[config.mk]
export PLATFORM = sky130hd
export DESIGN_NAME = bus_arbiter_2to1_flat
export DESIGN_NICKNAME = d
export VERILOG_FILES = /design/src/rtl/bus_arbiter_2to1_if.sv /design/src/rtl/bus_arbiter_2to1.sv /design/src/flat_wrapper.sv
export SDC_FILE = /design/constraint.sdc
export NUM_CORES = 1
export LEC_CHECK = 0
export ABC_AREA = 1
export CORE_ASPECT_RATIO = 1.5
export CORE_MARGIN = 2
export CORE_UTILIZATION = 25
export CTS_BUF_LIST = sky130_fd_sc_hd__clkbuf_4 sky130_fd_sc_hd__clkbuf_8
export DETAILED_ROUTE_END_ITERATION = 10
export HOLD_SLACK_MARGIN = 0.06
export PLACE_DENSITY_LB_ADDON = 0.08
export SLEW_MARGIN = 25
export SYNTH_ARGS = -nofsm -noshare
export SYNTH_HDL_FRONTEND = slang
export SYNTH_SLANG_ARGS = --single-unit
export TNS_END_PERCENT = 50
[constraint.sdc]
create_clock -name clk -period 1.2 [get_ports clk]
set_input_delay 0.24 -clock clk [delete_from_list [all_inputs] [get_ports clk]]
set_output_delay 0.24 -clock clk [all_outputs]
set_load 0.005 [all_outputs]
[src/rtl/bus_arbiter_2to1_if.sv]
// Handshake bundle between two requesters, the 2:1 arbiter and the downstream consumer.
// The slave modport is the arbiter's view. The master modport is the requester/consumer side.
interface bus_arbiter_2to1_if #(
    parameter int WIDTH = 16
);
    logic             req0_valid;
    logic [WIDTH-1:0] req0_data;
    logic             req0_last;
    logic             req0_ready;
    logic             req1_valid;
    logic [WIDTH-1:0] req1_data;
    logic             req1_last;
    logic             req1_ready;
    logic             out_valid;
    logic [WIDTH-1:0] out_data;
    logic             out_ready;

    modport master (
        output req0_valid, req0_data, req0_last,
        input  req0_ready,
        output req1_valid, req1_data, req1_last,
        input  req1_ready,
        input  out_valid, out_data,
        output out_ready
    );

    modport slave (
        input  req0_valid, req0_data, req0_last,
        output req0_ready,
        input  req1_valid, req1_data, req1_last,
        output req1_ready,
        output out_valid, out_data,
        input  out_ready
    );
endinterface

[src/rtl/bus_arbiter_2to1.sv]
// Round-robin 2:1 burst arbiter. It holds the grant until a last beat or until MAX_BEATS beats.
// The selected beat is registered into a single valid/ready output stage.
module bus_arbiter_2to1 #(
    parameter int WIDTH     = 16,
    parameter int MAX_BEATS = 8
) (
    input  logic               clk,
    input  logic               reset,
    bus_arbiter_2to1_if.slave  bus,
    output logic               sel,
    output logic [1:0]         grant,
    output logic               burst_trunc
);
    localparam int CNT_W = $clog2(MAX_BEATS + 1);

    typedef enum logic {IDLE, BUSY} state_e;

    state_e           state_q, state_d;
    logic             sel_q, sel_d;
    logic             prio_q, prio_d;
    logic [CNT_W-1:0] beat_cnt_q, beat_cnt_d;
    logic             out_valid_q, out_valid_d;
    logic [WIDTH-1:0] out_data_q, out_data_d;
    logic             burst_trunc_q, burst_trunc_d;

    logic             slot_free;
    logic             own_valid;
    logic             own_last;
    logic [WIDTH-1:0] own_data;
    logic             cnt_full;

    always_ff @(posedge clk or posedge reset) begin
        if (reset) begin
            state_q       <= IDLE;
            sel_q         <= 1'b0;
            prio_q        <= 1'b0;
            beat_cnt_q    <= '0;
            out_valid_q   <= 1'b0;
            out_data_q    <= '0;
            burst_trunc_q <= 1'b0;
        end else begin
            state_q       <= state_d;
            sel_q         <= sel_d;
            prio_q        <= prio_d;
            beat_cnt_q    <= beat_cnt_d;
            out_valid_q   <= out_valid_d;
            out_data_q    <= out_data_d;
            burst_trunc_q <= burst_trunc_d;
        end
    end

    always_comb begin
        state_d        = state_q;
        sel_d          = sel_q;
        prio_d         = prio_q;
        beat_cnt_d     = beat_cnt_q;
        out_valid_d    = out_valid_q;
        out_data_d     = out_data_q;
        burst_trunc_d  = 1'b0;
        bus.req0_ready = 1'b0;
        bus.req1_ready = 1'b0;

        // The output register can take a new beat when it is empty or draining this cycle.
        slot_free = !out_valid_q || bus.out_ready;
        own_valid = sel_q ? bus.req1_valid : bus.req0_valid;
        own_last  = sel_q ? bus.req1_last  : bus.req0_last;
        own_data  = sel_q ? bus.req1_data  : bus.req0_data;
        cnt_full  = (beat_cnt_q == CNT_W'(MAX_BEATS - 1));

        if (out_valid_q && bus.out_ready) begin
            out_valid_d = 1'b0;
        end

        case (state_q)
            IDLE: begin
                if (bus.req0_valid || bus.req1_valid) begin
                    sel_d      = (bus.req0_valid && bus.req1_valid) ? prio_q : bus.req1_valid;
                    state_d    = BUSY;
                    beat_cnt_d = '0;
                end
            end
            BUSY: begin
                bus.req0_ready = !sel_q && slot_free;
                bus.req1_ready = sel_q && slot_free;
                if (own_valid && slot_free) begin
                    out_valid_d = 1'b1;
                    out_data_d  = own_data;
                    beat_cnt_d  = beat_cnt_q + 1'b1;
                    if (own_last || cnt_full) begin
                        state_d       = IDLE;
                        prio_d        = !sel_q;
                        beat_cnt_d    = '0;
                        burst_trunc_d = !own_last;
                    end
                end
            end
            default: state_d = IDLE;
        endcase
    end

    // sel keeps the last owner through IDLE so the mux does not glitch between bursts.
    assign sel           = sel_q;
    assign grant         = (state_q == BUSY) ? (sel_q ? 2'b10 : 2'b01) : 2'b00;
    assign bus.out_valid = out_valid_q;
    assign bus.out_data  = out_data_q;
    assign burst_trunc   = burst_trunc_q;
endmodule

[src/flat_wrapper.sv]
// flat-port wrapper written by rule: the top's interface ports become plain ports
module bus_arbiter_2to1_flat 
#(
    parameter int WIDTH     = 16,
    parameter int MAX_BEATS = 8
)
  (clk, reset, sel, grant, burst_trunc, bus_req0_valid, bus_req0_data, bus_req0_last, bus_req0_ready, bus_req1_valid, bus_req1_data, bus_req1_last, bus_req1_ready, bus_out_valid, bus_out_data, bus_out_ready);
  bus_arbiter_2to1_if #(.WIDTH(WIDTH)) bus_i ();
  input  logic clk;
  input  logic reset;
  output logic sel;
  output logic [1:0] grant;
  output logic burst_trunc;
  input wire logic [$bits(bus_i.req0_valid)-1:0] bus_req0_valid;
  input wire logic [$bits(bus_i.req0_data)-1:0] bus_req0_data;
  input wire logic [$bits(bus_i.req0_last)-1:0] bus_req0_last;
  output wire logic [$bits(bus_i.req0_ready)-1:0] bus_req0_ready;
  input wire logic [$bits(bus_i.req1_valid)-1:0] bus_req1_valid;
  input wire logic [$bits(bus_i.req1_data)-1:0] bus_req1_data;
  input wire logic [$bits(bus_i.req1_last)-1:0] bus_req1_last;
  output wire logic [$bits(bus_i.req1_ready)-1:0] bus_req1_ready;
  output wire logic [$bits(bus_i.out_valid)-1:0] bus_out_valid;
  output wire logic [$bits(bus_i.out_data)-1:0] bus_out_data;
  input wire logic [$bits(bus_i.out_ready)-1:0] bus_out_ready;
  assign bus_i.req0_valid = bus_req0_valid;
  assign bus_i.req0_data = bus_req0_data;
  assign bus_i.req0_last = bus_req0_last;
  assign bus_req0_ready = bus_i.req0_ready;
  assign bus_i.req1_valid = bus_req1_valid;
  assign bus_i.req1_data = bus_req1_data;
  assign bus_i.req1_last = bus_req1_last;
  assign bus_req1_ready = bus_i.req1_ready;
  assign bus_out_valid = bus_i.out_valid;
  assign bus_out_data = bus_i.out_data;
  assign bus_i.out_ready = bus_out_ready;
  bus_arbiter_2to1 #(.WIDTH(WIDTH), .MAX_BEATS(MAX_BEATS)) u_core (.clk(clk), .reset(reset), .bus(bus_i), .sel(sel), .grant(grant), .burst_trunc(burst_trunc));
endmodule
==> results.py, run 1 <==
metrics = {
    "power_and_ir_drop": {
        "switching_share_pct": 39.4,
        "power_frac_seq_pct": 28.6,
        "vdd_drop_max_v": 0.000651,
        "power.leakage_nw": 1.28,
        "p_per_area_mw_per_mm2": 2080,
        "clock_power_share_pct": 10.0,
        "p_sw_mw": 1.94,
        "internal-power_mw": 2.98,
        "p_comb_share_pct": 61.4,
    },
    "global_routing": {
        "gr-total-overflow": 0,
        "grt_pass1_vias": 1352,
        "grt_start_max_net_pins": 26,
        "antenna_found_initial": 0,
        "grt_pass1_wl_mm": 6.18,
        "grt_usage_pct": 13.1,
    },
    "cells_and_area": {
        "n_fill_cell": 562,
        "multi_input_area_sq_um": 694,
        "layout.nets": 323,
        "register_area_sq_um": 627,
        "layout-drive-gt1-share_pct": 23.0,
        "antenna_cells": 0,
        "area_delta_synth_final_pct": 72.1,
    },
    "placed_design": {
        "portBuffers": 61,
        "place_congestion": 0.766,
        "dp_hpwl_mm": 2.94,
    },
    "worst_setup_path": {
        "critPathCaptureType": "flop",
        "rrSetupSlack_ns": -0.17,
        "cp_data_required_time_ns": 1.41,
        "critical_path.top_delay_family": "flip-flops",
        "slowest_delay_ns": 0.45,
        "cp_slowest_cell": "dfrtp_2",
        "start_kind": "flop",
        "arrival_ns": 1.58,
        "path_buf_inv": 4,
        "crit_path_cell_trace": "buf_6 > buf_8 > buf_12 > clkinv_8 > nand2_4 > nand2_4 > nand3_4 > nor2_2 > nand2_1 > nand2_1",
        "worst-path-max-fanout": 5,
        "crit_type": "flop to flop",
    },
    "outcome": {
        "violations": "negative setup slack",
        "outcome": "finished with violations",
    },
    "routing": {
        "post_drt_via_cell_ratio": 4.07,
        "post-route-drc-count": 0,
        "wl_mm": 3.81,
        "firstDrtPassIters": 4,
        "drt_iter0_markers": 38,
        "postRouteAntennaNets": 0,
        "num_vias": 1433,
        "wl_per_cell_um": 10.8,
    },
    "cts": {
        "cts_buffers": 3,
        "cts.sinks": 25,
        "clockBufferDepth": 2,
        "clkLatencyLatePin_ns": 0.26,
        "path_clk_slew_ns": 0.09,
        "htreeDepth": 1,
        "root_buffer": "clkbuf_8",
        "cts_tree": "done",
        "postCtsHoldBufs": 0,
    },
    "timing": {
        "rsz0062_at_grt": "true",
        "hold_viol": 0,
        "min_period_over_period_pct": 114,
        "worst_slack_ns": -0.169,
        "relSlewSlack_pct": 85.9,
        "worst_slew_pin_slew_ns": 0.211,
        "layout_min_cycle_time_ns": 1.37,
        "setup_violations": 28,
        "setup_tns_ns": -3.91,
        "skew_ns": 0.00270,
        "clock.fmax_mhz": 730,
        "worst_hold_slack_ns": 0.292,
        "final_max_slew_viol_count": 0,
    },
    "flow_run": {
        "max-cap-violations": 0,
    },
    "die": {
        "die_w_um": 64.6,
        "rows": 33,
        "core_sq_mm": 0.00541,
        "ios": 62,
        "die_y_um": 94.9,
        "dieArea_sq_mm": 0.00613,
        "start_util_pct": 25.5,
    },
    "synthesis": {
        "yosys_warnings": 0,
        "synth_top_area_share_pct": 45.4,
        "synth.distinct_cells": 22,
        "netlist_area_sq_mm": 0.00138,
        "synth_cells": 196,
        "seq_area_frac_synth_pct": 45.4,
        "syn_area_per_cell_sq_um": 7.03,
        "yosys-top-cells-area": "dfrtp_1 (45%), nand2_1 (33%), buf_6 (4.1%)",
        "ys_ff_latch": 25,
        "synth_top_area_cell": "dfrtp_1",
        "synthesis.nets": 236,
    },
    "worst_hold_path": {
        "hold_path_class": "input port to async pin",
    },
}
worst min-delay path, cell delays in order:
cell and delay (ns):
clkdlybuf4s50_1 0.39, inv_1 0.09, buf_12 0.19
area by class of cell:
type	count	area share (%)
Sequential cell	25	26.4
Clock buffer	3	1.74
Clock inverter	1	0.211
Timing Repair Buffer	90	36.0
Inverter	13	2.59
Tap cell	70	3.69
Multi-Input combinational cell	150	29.3
cell usage in the layout, fill, tap and decap left out, types with 2 or more instances in the layout:
master / count
nor2_4: 3
clkdlybuf4s50_1: 37
buf_12: 2
buf_4: 18
buf_2: 4
clkbuf_8: 3
nand3_1: 7
nand2_2: 5
o21ai_0: 2
dfrtp_1: 24
clkdlybuf4s15_1: 7
nand2_4: 4
nor2_1: 3
inv_2: 6
dlygate4sd2_1: 11
inv_1: 6
buf_6: 8
nor2_2: 4
nand2_1: 113
layer usage:
layer  vias up  part of all wire, %  track usage [%]
li1        763                    -                -
met1       636                   40             15.2
met2        32                   54             24.2
met3         2                  4.1             1.91
met4         0                  1.0             4.79
met5         -                    0                0
metrics by stage:
step	instances	instance area, sq um	util [%]	total power [mW]	worst slack, ns
detailed placement	340	2190	40.4	4.28	-0.540
global placement	340	2190	40.4	4.28	-0.524
floorplan	196	1380	-	2.82	0.0590
CTS	352	2320	42.9	4.90	-0.183
finish	352	2370	43.8	4.92	-0.169
global route	352	2370	43.8	5.40	-0.242
logic make-up (layout without fill, tap and decap cells):
kind of cell,after synthesis,count (layout),synth area share (%)
AO/OA/AOI/OAI,5,5,2.09
XOR/XNOR,1,1,0.636
adder cells (fa/ha/maj),1,1,0.908
buffers and inverters,21,107,8.90
flip-flops,25,25,45.4
AND/OR/NAND/NOR,143,143,42.1
synth_stat cells:
cell     number
inv_2         2
nand2_4       1
nand3_2       1
buf_2         3
buf_6         5
xnor2_1       1
nor2_1        7
nor2_2        2
nand3_1       7
nor3_1        2
dfrtp_1      25
nor2_4        1
o21ai_1       1
inv_4         1
a21oi_1       1
o21ai_2       1
inv_1        10
nand4_1       1
nand2_1     120
ha_1          1
nand2_2       1
o21ai_0       2
path summary, 6_finish.rpt:
| kind | startpoint | to | depth (start not counted) |
|---|---|---|---|
| setup / recovery | u_core.sel | u_core.beat_cnt_q[2] | 10 |
| hold / removal | reset | u_core.bus.out_data[14] | 3 |
| setup reg to reg | u_core.sel | u_core.beat_cnt_q[2] | 10 |
| hold reg to reg | u_core.bus.out_data[4] | u_core.bus.out_data[4] | 2 |
| max in group asynchronous | reset | u_core.sel | 3 |
| min in group clk | bus_out_ready | u_core.bus.out_valid | 5 |
power by group through the flow:
stage	logic (mW)	registers, mW	clock network (mW)
global placement	2.86	1.42	0
finish	3.02	1.41	0.491
floorplan	1.39	1.44	0
global route	3.40	1.45	0.553
CTS	2.97	1.41	0.522
detailed placement	2.87	1.41	0
timing repair:
item / 4_1_cts / 5_1_grt
endpoints found under the setup margin: 47 / 36
setup buffers: 8 / 0
pin swaps: 6 / 5
hold endpoints to repair: 0 / 0
gates resized for setup: 55 / 26
cloned: 0 / 0
registers in the layout, indices dropped and copies added (netlist names):
signal                flops
u_core.beat_cnt_q         4
u_core.prio_q             1
u_core.bus.out_data      16
u_core.state_q            1
u_core.bus.out_valid      1
u_core.burst_trunc        1
u_core.sel                1
(Power assumes the default switching activity.)
==> inputs of run 2 (changes only) <==
--- a/config.mk
+++ b/config.mk
@@ -6,10 +6,10 @@
 export NUM_CORES = 1
 export LEC_CHECK = 0
 export ABC_AREA = 1
+export CAP_MARGIN = 15
 export CORE_ASPECT_RATIO = 1.5
 export CORE_MARGIN = 2
 export CORE_UTILIZATION = 25
-export CTS_BUF_LIST = sky130_fd_sc_hd__clkbuf_4 sky130_fd_sc_hd__clkbuf_8
 export DETAILED_ROUTE_END_ITERATION = 10
 export HOLD_SLACK_MARGIN = 0.06
 export PLACE_DENSITY_LB_ADDON = 0.08
==> constraint.sdc (replaced) <==
create_clock -name clk -period 1.2 [get_ports clk]
set_input_delay 0.24 -clock clk [delete_from_list [all_inputs] [get_ports clk]]
set_output_delay 0.24 -clock clk [all_outputs]
set_load 0.02 [all_outputs]
==> results.py, run 2 (synthesized netlist as in run 1, its figures left out) <==
metrics = {
    "flow_run": {
        "max-cap-violations": 0,
    },
    "power_and_ir_drop": {
        "vdd_drop_max_v": 0.000956,
        "p_comb_share_pct": 66.8,
        "p_per_area_mw_per_mm2": 2370,
        "switching_share_pct": 44.4,
        "clock_power_share_pct": 8.6,
        "power_frac_seq_pct": 24.6,
        "power.leakage_nw": 1.28,
        "internal-power_mw": 3.26,
        "p_sw_mw": 2.60,
    },
    "routing": {
        "met2_wirelength_mm": 2.32,
        "drt-met1-wl_mm": 1.70,
        "wl_met3_um": 144,
        "wl_mm": 4.21,
        "topRoutingLayerUsed": "met4",
        "postRouteAntennaNets": 0,
        "post-route-drc-count": 0,
        "firstDrtPassIters": 4,
        "post_drt_via_cell_ratio": 4.11,
        "num_vias": 1443,
        "drt_iter0_markers": 34,
        "wl_per_cell_um": 12.0,
    },
    "die": {
        "dieArea_sq_mm": 0.00613,
        "start_util_pct": 25.5,
        "ios": 62,
        "die_w_um": 64.6,
        "core_sq_mm": 0.00541,
        "rows": 33,
        "die_y_um": 94.9,
    },
    "placed_design": {
        "post-place-ws_ns": -0.732,
        "portBuffers": 61,
        "placed_area_sq_mm": 0.00221,
        "dp_hpwl_mm": 2.92,
        "place_congestion": 0.730,
    },
    "worst_hold_path": {
        "hold_path_class": "input port to async pin",
    },
    "global_routing": {
        "grt_pass1_vias": 1346,
        "grt_usage_pct": 13.1,
        "gr-total-overflow": 0,
        "antenna_found_initial": 0,
        "grt_start_max_net_pins": 26,
        "grt_pass1_wl_mm": 6.21,
    },
    "timing": {
        "skew_ns": 0.00173,
        "relSlewSlack_pct": 84.3,
        "min_period_over_period_pct": 113,
        "worst_slack_ns": -0.160,
        "clock.fmax_mhz": 735,
        "layout_min_cycle_time_ns": 1.36,
        "setup_violations": 27,
        "worst_slew_pin_slew_ns": 0.235,
        "hold_viol": 0,
        "final_max_slew_viol_count": 0,
        "rsz0062_at_grt": "true",
    },
    "worst_setup_path": {
        "start_kind": "flop",
        "crit_type": "flop to output port",
        "worst-path-max-fanout": 6,
        "reg2reg_depth": 6,
        "arrival_ns": 1.12,
        "reg2reg_from": "u_core.sel",
        "critPathCaptureType": "output port",
        "cp_data_required_time_ns": 0.96,
        "r2r-end": "u_core.bus.out_data[6]",
        "rrSetupSlack_ns": -0.13,
    },
    "cts": {
        "cts.sinks": 25,
        "htreeDepth": 1,
        "cts_tree": "done",
        "clockBufferDepth": 2,
        "clkLatencyLatePin_ns": 0.27,
        "path_clk_slew_ns": 0.09,
        "root_buffer": "clkbuf_8",
        "postCtsHoldBufs": 0,
        "cts_buffers": 3,
    },
    "cells_and_area": {
        "largest_reg_flops": 16,
        "final_area_sq_mm": 0.00247,
        "area_delta_synth_final_pct": 79.2,
        "layout_commonest_cell": "nand2_1",
        "n_fill_cell": 566,
        "antenna_cells": 0,
        "layout-drive-gt1-share_pct": 34.2,
        "layout.nets": 322,
        "most-common-layout-cells": "nand2_1 (105), clkdlybuf4s50_1 (37), dfrtp_1 (24)",
    },
    "outcome": {
        "outcome": "finished with violations",
        "violations": "negative setup slack",
    },
}
run 2: cell types whose count changed in the layout (fill, tap and decap cells not counted), moves of 3 or more:
cell,before,now
clkbuf_2,1,7
nand3_1,7,2
clkdlybuf4s15_2,0,6
nand2_2,5,13
dlygate4sd2_1,11,1
clkdlybuf4s15_1,7,0
clkbuf_16,0,3
nand2_1,113,105
nand3_2,0,6
run 2: timing repair:
item	4_1_cts	5_1_grt
gates resized for setup	81	49
setup buffers	3	3
hold endpoints to repair	0	0
gates cloned	0	3
setup endpoints to repair	47	37
pin swaps	3	14
run 2: final cells by class:
cell class,count,area (sq um),area share [%]
multi-input combinational,150,772,31.3
clock buffer,3,41.3,1.67
sequential,25,627,25.4
clock inverter,1,5.00,0.203
timing repair buffer,89,885,35.8
inverter,13,51.3,2.08
tap,70,87.6,3.55
run 2: routing by layer:
layer / GRT usage, % / up-vias
met5: 0 / -
met2: 24.6 / 35
met1: 14.8 / 646
met4: 5.32 / 0
met3: 1.55 / 2
li1: - / 760
run 2: through the flow:
step | instances | utilization, % | setup TNS [ns] | power, mW | hold WS [ns]
after floorplan | 196 | - | -0.00316 | 3.33 | 0.267
after global placement | 338 | 40.8 | -10.76 | 4.79 | 0.461
after detailed placement | 338 | 40.8 | -10.99 | 4.78 | 0.465
after CTS | 345 | 42.4 | -3.82 | 5.34 | 0.295
after global routing | 351 | 45.6 | -4.06 | 6.33 | 0.312
final | 351 | 45.6 | -2.68 | 5.86 | 0.292
run 2: how the worst max path moves through the flow:
| stage | from | to | slack (ns) | depth (start not counted) |
|---|---|---|---|---|
| 6_report | u_core.sel | bus_req0_ready | -0.16 | 3 |
| 5_1_grt | u_core.bus.out_valid | bus_req0_ready | -0.21 | 4 |
| 4_1_cts | u_core.sel | bus_req0_ready | -0.17 | 3 |
| 3_5_place_dp | bus_out_ready | bus_req0_ready | -0.73 | 6 |
| 3_3_place_gp | bus_out_ready | bus_req0_ready | -0.72 | 6 |
| 2_1_floorplan | u_core.sel | u_core.prio_q | -0.003 | 8 |
run 2: power groups by stage:
stage          Combinational [mW]  Sequential [mW]  Clock, mW
5_1_grt                      4.28             1.49      0.569
6_report                     3.91             1.44      0.506
3_5_place_dp                 3.35             1.43          0
4_1_cts                      3.38             1.42      0.538
2_1_floorplan                1.57             1.76          0
3_3_place_gp                 3.35             1.43          0
run 2: worst max-delay path, cell delays in order (launching register included):
cell     delay (ns)
dfrtp_2        0.47
buf_6          0.14
nor3_4         0.10
buf_6          0.13
==> inputs of run 3 (changes only) <==
--- a/config.mk
+++ b/config.mk
@@ -12,7 +12,7 @@
 export CORE_UTILIZATION = 25
 export DETAILED_ROUTE_END_ITERATION = 10
 export HOLD_SLACK_MARGIN = 0.06
-export PLACE_DENSITY_LB_ADDON = 0.08
+export PLACE_DENSITY = 0.53
 export SLEW_MARGIN = 25
 export SYNTH_ARGS = -nofsm -noshare
 export SYNTH_HDL_FRONTEND = slang
==> constraint.sdc (replaced) <==
create_clock -name clk -period 1.75 [get_ports clk]
set_input_delay 0.35 -clock clk [delete_from_list [all_inputs] [get_ports clk]]
set_output_delay 0.35 -clock clk [all_outputs]
set_load 0.02 [all_outputs]
==> results.py, run 3 (synthesized netlist as in run 1, its figures left out) <==
metrics = {
    "outcome": {
        "outcome": "completed",
    },
    "global_routing": {
        "gr-total-overflow": 0,
        "grt_pass1_wl_mm": 6.24,
        "antenna_found_initial": 0,
        "grt_usage_pct": 13.4,
        "grt_start_max_net_pins": 26,
        "grt_pass1_vias": 1316,
    },
    "timing": {
        "setup_violations": 0,
        "min_period_over_period_pct": 96.4,
        "layout_min_cycle_time_ns": 1.69,
        "rsz0062_at_grt": "false",
        "relSlewSlack_pct": 77.5,
        "final_max_slew_viol_count": 0,
        "worst_slew_pin_slew_ns": 0.337,
        "clock.fmax_mhz": 593,
        "skew_ns": 0.00380,
        "hold_viol": 0,
    },
    "routing": {
        "wl_per_cell_um": 11.4,
        "num_vias": 1358,
        "postRouteAntennaNets": 0,
        "drt_iter0_markers": 35,
        "post_drt_via_cell_ratio": 4.03,
        "post-route-drc-count": 0,
        "wl_mm": 3.85,
        "firstDrtPassIters": 2,
    },
    "cells_and_area": {
        "area_delta_synth_final_pct": 55.9,
        "layout.nets": 308,
        "layout-drive-gt1-share_pct": 10.9,
        "most-common-layout-cells": "nand2_1 (120), clkdlybuf4s50_1 (56), dfrtp_1 (24)",
        "final_cells": 337,
        "layout_commonest_cell": "nand2_1",
        "largest_reg_flops": 16,
        "antenna_cells": 0,
        "fin_util_pct": 39.7,
    },
    "flow_run": {
        "max-cap-violations": 0,
    },
    "power_and_ir_drop": {
        "total_power_mw": 3.39,
        "p_sw_mw": 1.51,
        "p_per_area_mw_per_mm2": 1580,
        "power_frac_seq_pct": 28.9,
        "p_comb_share_pct": 60.7,
        "switching_share_pct": 44.6,
        "power.leakage_nw": 1.13,
        "internal-power_mw": 1.88,
        "vdd_drop_max_v": 0.000638,
        "clock_power_share_pct": 10.4,
    },
    "placed_design": {
        "place_congestion": 0.785,
        "placed_cells": 333,
        "dp_hpwl_mm": 3.05,
        "portBuffers": 61,
    },
    "cts": {
        "cts.sinks": 25,
        "postCtsHoldBufs": 0,
        "cts_setup_buffers": 0,
        "clockBufferDepth": 2,
        "cts_buffers": 3,
        "cts_tree": "done",
        "htreeDepth": 1,
        "path_clk_slew_ns": 0.09,
        "root_buffer": "clkbuf_8",
        "clkLatencyLatePin_ns": 0.27,
    },
    "worst_setup_path": {
        "arrival_ns": 1.34,
        "critPathCaptureType": "output port",
        "endpoint": "bus_req1_ready",
        "crit_start": "bus_out_ready",
        "reg2reg_depth": 6,
        "crit_path_cell_trace": "clkdlybuf4s50_1 > inv_1 > nand2_1 > inv_1 > nor2_1 > clkdlybuf4s15_1",
        "cp_data_required_time_ns": 1.40,
        "crit_type": "input port to output port",
        "slowest_delay_ns": 0.46,
        "reg2reg_from": "u_core.sel",
        "r2r-end": "u_core.bus.out_data[13]",
        "critical_path.most_common_cell": "inv_1",
        "worst-path-max-fanout": 2,
        "cp_slowest_cell": "clkdlybuf4s50_1",
        "start_kind": "input port",
        "rrSetupSlack_ns": 0.41,
    },
    "die": {
        "core_sq_mm": 0.00541,
        "ios": 62,
        "dieArea_sq_mm": 0.00613,
        "start_util_pct": 25.5,
        "die_w_um": 64.6,
        "die_y_um": 94.9,
        "rows": 33,
    },
    "worst_hold_path": {
        "hold_path_class": "input port to async pin",
    },
}
run 3: cell types whose count changed in the layout (fill, tap and decap cells not counted), moves of 6 or more:
cell | before | now
buf_6 | 8 | 0
clkbuf_2 | 7 | 0
clkdlybuf4s15_2 | 6 | 0
clkdlybuf4s50_1 | 37 | 56
nand2_1 | 105 | 120
nand2_2 | 13 | 1
run 3: per-layer routing:
| layer | global-route usage [%] | wire [um] | up-vias | part of all wire (%) |
|---|---|---|---|---|
| met5 | 0 | 0 | - | 0 |
| met1 | 14.8 | 1560 | 601 | 40 |
| met4 | 5.85 | 63 | 0 | 1.6 |
| met2 | 25.7 | 2150 | 23 | 56 |
| met3 | 1.19 | 82 | 4 | 2.1 |
| li1 | - | - | 730 | - |
run 3: how the worst min path moves through the flow:
stage,from,endpoint,slack (ns),cells past startpoint
detailed placement,u_core.prio_q,u_core.prio_q,0.46,2
global placement,u_core.bus.out_data[14],u_core.bus.out_data[14],0.46,2
floorplan,reset,u_core.beat_cnt_q[0],0.38,1
global route,reset,u_core.bus.out_data[15],0.47,3
finish,reset,u_core.bus.out_valid,0.43,3
CTS,reset,u_core.bus.out_valid,0.44,3
run 3: final cells by class:
| cell class | count | area [sq um] |
|---|---|---|
| fill | 575 | 3260 |
| inverter | 13 | 51.3 |
| multi-input combinational | 150 | 629 |
| clock buffer | 4 | 45.0 |
| tap | 70 | 87.6 |
| timing repair buffer | 75 | 707 |
| sequential | 25 | 627 |
run 3: power by group through the flow:
| stage | combinational, mW | clock, mW | sequential, mW |
|---|---|---|---|
| floorplan | 1.01 | 0 | 1.21 |
| global placement | 2.14 | 0 | 0.989 |
| detailed placement | 2.15 | 0 | 0.991 |
| CTS | 2.11 | 0.368 | 0.985 |
| global route | 2.29 | 0.392 | 1.02 |
| finish | 2.05 | 0.353 | 0.980 |
run 3: stage by stage:
step                worst slack [ns]  hold WS [ns]  setup TNS [ns]  cell area [sq um]
floorplan                      0.111         0.377               0               1380
global route                 0.00283         0.467               0               2150
global placement              -0.304         0.463          -0.540               2110
CTS                           0.0339         0.437               0               2150
finish                        0.0632         0.426               0               2150
detailed placement            -0.296         0.464          -0.530               2110
run 3: repair_timing:
| item | CTS | global route |
|---|---|---|
| gates cloned | 0 | 0 |
| setup endpoints to repair | 5 | 2 |
| resized for setup | 9 | 2 |
run 3: critical path, delay by kind of cell:
| family | cells | cell delay (ns) |
|---|---|---|
| buffers and inverters | 4 | 0.86 |
| AND/OR/NAND/NOR | 2 | 0.14 |
